[src/rtl/parking_occupancy_fsm.sv]
// ============================================================================
// Module   : parking_occupancy_fsm
// Purpose  : Two-sensor car entry/exit detector producing one-cycle pulses.
//            Optional macro PARKING_INPUT_SYNC_EN adds 2-flop input synchronizers.
// Revision : 1.0 - initial release
// ============================================================================
`default_nettype none

module parking_occupancy_fsm (
    input  logic clk,
    input  logic reset,
    input  logic a,
    input  logic b,
    output logic enter,
    output logic exit
);

    typedef enum logic [2:0] {
        IDLE = 3'd0,
        EN1  = 3'd1,
        EN2  = 3'd2,
        EN3  = 3'd3,
        EX1  = 3'd4,
        EX2  = 3'd5,
        EX3  = 3'd6,
        WAIT = 3'd7
    } state_t;

    state_t     r_state;
    logic       w_a;
    logic       w_b;
    logic [1:0] w_ab;

`ifdef PARKING_INPUT_SYNC_EN
    logic [1:0] r_a_sync;
    logic [1:0] r_b_sync;

    always_ff @(posedge clk) begin
        if (!reset) begin
            r_a_sync <= 2'b00;
            r_b_sync <= 2'b00;
        end else begin
            r_a_sync <= {r_a_sync[0], a};
            r_b_sync <= {r_b_sync[0], b};
        end
    end

    assign w_a = r_a_sync[1];
    assign w_b = r_b_sync[1];
`else
    assign w_a = a;
    assign w_b = b;
`endif

    assign w_ab = {w_a, w_b};

    // Pulses are registered and default low, so a held 00 in IDLE never retriggers.
    always_ff @(posedge clk) begin
        if (!reset) begin
            r_state <= IDLE;
            enter   <= 1'b0;
            exit    <= 1'b0;
        end else begin
            enter <= 1'b0;
            exit  <= 1'b0;
            case (r_state)
                IDLE: case (w_ab)
                    2'b00: r_state <= IDLE;
                    2'b10: r_state <= EN1;
                    2'b01: r_state <= EX1;
                    2'b11: r_state <= WAIT;
                endcase
                EN1: case (w_ab)
                    2'b10: r_state <= EN1;
                    2'b11: r_state <= EN2;
                    2'b00: r_state <= IDLE;
                    2'b01: r_state <= WAIT;
                endcase
                EN2: case (w_ab)
                    2'b11: r_state <= EN2;
                    2'b01: r_state <= EN3;
                    2'b10: r_state <= EN1;
                    2'b00: r_state <= WAIT;
                endcase
                EN3: case (w_ab)
                    2'b01: r_state <= EN3;
                    2'b11: r_state <= EN2;
                    2'b00: begin
                        r_state <= IDLE;
                        enter   <= 1'b1;
                    end
                    2'b10: r_state <= WAIT;
                endcase
                EX1: case (w_ab)
                    2'b01: r_state <= EX1;
                    2'b11: r_state <= EX2;
                    2'b00: r_state <= IDLE;
                    2'b10: r_state <= WAIT;
                endcase
                EX2: case (w_ab)
                    2'b11: r_state <= EX2;
                    2'b10: r_state <= EX3;
                    2'b01: r_state <= EX1;
                    2'b00: r_state <= WAIT;
                endcase
                EX3: case (w_ab)
                    2'b10: r_state <= EX3;
                    2'b11: r_state <= EX2;
                    2'b00: begin
                        r_state <= IDLE;
                        exit    <= 1'b1;
                    end
                    2'b01: r_state <= WAIT;
                endcase
                WAIT: begin
                    if (w_ab == 2'b00) r_state <= IDLE;
                    else               r_state <= WAIT;
                end
                default: r_state <= WAIT;
            endcase
        end
    end

endmodule

`default_nettype wire

[config.mk]
export PLATFORM = sky130hd
export DESIGN_NAME = parking_occupancy_fsm
export DESIGN_NICKNAME = d
export VERILOG_FILES = /design/src/rtl/parking_occupancy_fsm.sv
export SDC_FILE = /design/constraint.sdc
export NUM_CORES = 1
export LEC_CHECK = 0
export CORE_UTILIZATION = 35
export DETAILED_ROUTE_END_ITERATION = 8
export PLACE_DENSITY = 0.63
export SLEW_MARGIN = 20
export SYNTH_ARGS = -nofsm -noshare
export SYNTH_HDL_FRONTEND = slang
export SYNTH_SLANG_ARGS = --single-unit
[constraint.sdc]
create_clock -name clk -period 1.2 [get_ports clk]
set_clock_uncertainty 0.05 [all_clocks]
set_input_delay 0.12 -clock clk [delete_from_list [all_inputs] [get_ports clk]]
set_output_delay 0.12 -clock clk [all_outputs]
set_load 0.005 [all_outputs]
==> reports/results.ini <==
[sta]
setup_slack_ns=-0.0328
finalSetupViolations=1
fin_crit_ns=1.23
slew_headroom=0.789
fmax_mhz=811
fin_crit_sh=1.03
hold_violations=0
worstMarginPinSlew_ns=0.314
rsz0062_at_grt=true
drv_slew=0

[synth]
yosysWarningCount=0
syn_inst=59
synthArstFlopShare=0
yosysMostFrequentCell=nor2_1
syn-num-nets=71
synth-edff-count=0
netlist_area_um2=488
synth_seq_cells=5
syn_avg_cell_area_um2=8.27
synth_area_leader_cell=dfxtp_1
synth_common_cells=nor2_1 (9), ha_1 (8), dfxtp_1 (5), inv_1 (4), nand2_1 (4)
seq_area_frac_synth=0.205
synthTopCellsByArea=dfxtp_1 (21%), ha_1 (21%), nor2_1 (6.9%), buf_6 (6.9%), mux2i_1 (4.1%)
synthFlopType=dfxtp_1
synth_cell_types=26
synth_top_area_share=0.205

[clock_network]
htreeDepth=1
path_clk_slew_ns=0.05
insertion_delay_ns=0.25
root_buffer=clkbuf_4
cts_tree=yes
cts_sinks=5
cts_buffers=3
clockBufferDepth=2

[cells_and_area]
postLayoutCoreUtil=0.629
syn_to_final_growth_pct=67.7
drive_gt1_frac=0.539
design_area_um2=818
num-nets-final=102
layout.cells.non_filler=104
diodes=0
n_fill_cell=120

[floorplanning]
die_area_mm2=0.00155
coreArea_mm2=0.00130
die_h_um=39.3
row_count=13
fp.dieW_um=39.3
start_util=0.375
io_pins=6

[detailed_routing]
drtIter0Drc=8
via_per_inst=5.13
via_count=533
drcViolationCount=0
ant_nets=0
first_pass_iters=6
wl_um=1370
wl_per_cell_um=13.2

[run_status]
outcome=complete, but fails checks
violations=negative setup slack

[global_routing]
grt_antenna_before_repair=0
grt_use_total=0.197
grt_max_degree=12
grt_pass1_vias=479
grt_pass1_wl_um=2020
grt_overflow=0

[worst_setup_path]
endpoint_kind=flip-flop
worstSetupStartpointType=flip-flop
cp_max_fo=7
timing.critical_path.arrival_ns=1.37
critPathKind=flip-flop to flip-flop
critPathRequiredTime_ns=1.33

[flow_run]
drv_cap=0

[placement]
dpl.hpwl_um=902
placed_cell_area_um2=688
placed_cells=98
gp_congestion=0.779
port_buffers=5

[pwr]
powerDensity_mw_per_mm2=1840
p_leak_uw=0.000364
irDropWorstVdd_uv=955

[hold_path]
hp-class=input port to flip-flop

final cells by class:
class	count	area (um^2)	area share
well taps	15	18.8	0.0229
clock buffers	4	26.3	0.0321
repair buffers	29	228	0.278
flip-flops and latches	5	111	0.136
inverters	4	17.5	0.0214
multi-input cells	47	417	0.509
per-layer routing:
layer  global-route usage  routed length, um  vias up
met5                    0                  0        -
met2                0.325                740       12
li1                     -                  -      273
met3               0.0909                 33        0
met4               0.0172                  0        0
met1                0.241                600      248
report_power, final:
part           switching [uW]  leakage [uW]  internal (uW)
sequential                105     0.0000429            247
combinational             399      0.000307            544
clock                    83.5     0.0000150            127
total                     588      0.000364            917
state kept, by name, indices dropped and copies added (netlist names):
name     count
r_state      3
enter        1
exit         1
critical path, stage by stage (launching register included):
cell and delay, ns:
dfxtp_4 0.38, and2b_1 0.22, a22oi_2 0.20, o2bb2ai_2 0.13, o311a_1 0.19
cells by family (layout without fill, tap and decap cells):
group / count (synthesis) / in the layout / share of synthesized area
AND/OR/NAND/NOR: 22 / 22 / 0.238
adder cells (fa/ha/maj): 8 / 8 / 0.205
flip-flops: 5 / 5 / 0.205
buffers and inverters: 7 / 37 / 0.100
multiplexers: 2 / 2 / 0.0410
AO/OA/AOI/OAI: 15 / 15 / 0.210
path summary, 6_finish.rpt:
| check | start | endpoint | slack (ns) | depth (start not counted) |
|---|---|---|---|---|
| hold reg to reg | r_state[0]$_SDFF_PN0_ | enter$_SDFF_PN0_ | 0.60 | 3 |
| setup / recovery | r_state[0]$_SDFF_PN0_ | r_state[2]$_SDFF_PN0_ | -0.03 | 4 |
| setup reg to reg | r_state[0]$_SDFF_PN0_ | r_state[2]$_SDFF_PN0_ | -0.03 | 4 |
| hold / removal | b | r_state[0]$_SDFF_PN0_ | 0.44 | 6 |
placed cells by master, fill, tap and decap left out, drive strengths merged, types with 2 or more instances in the layout:
master / count
ha: 8
a21oi: 3
o21ai: 4
inv: 4
clkbuf: 4
dlygate4sd2: 2
nor2: 9
nand2: 4
mux2i: 2
dfxtp: 5
buf: 25
nand2b: 2
stage by stage:
| step | hold slack [ns] | TNS, ns | total power (uW) | setup WS (ns) |
|---|---|---|---|---|
| final | 0.444 | -0.0328 | 1510 | -0.0328 |
| after global placement | 0.612 | -2.05 | 1020 | -0.628 |
| after global routing | 0.450 | -0.111 | 1620 | -0.0684 |
| after detailed placement | 0.615 | -2.10 | 1040 | -0.650 |
| after floorplan | 0.198 | -0.0610 | 805 | -0.0402 |
| after CTS | 0.483 | 0 | 1330 | 0.000644 |
repair_timing:
action	CTS	global route
setup endpoints to repair	5	3
pin swaps	7	5
gates resized for setup	23	12
setup buffers	1	1
hold buffers	0	0
(Power assumes the default switching activity.)
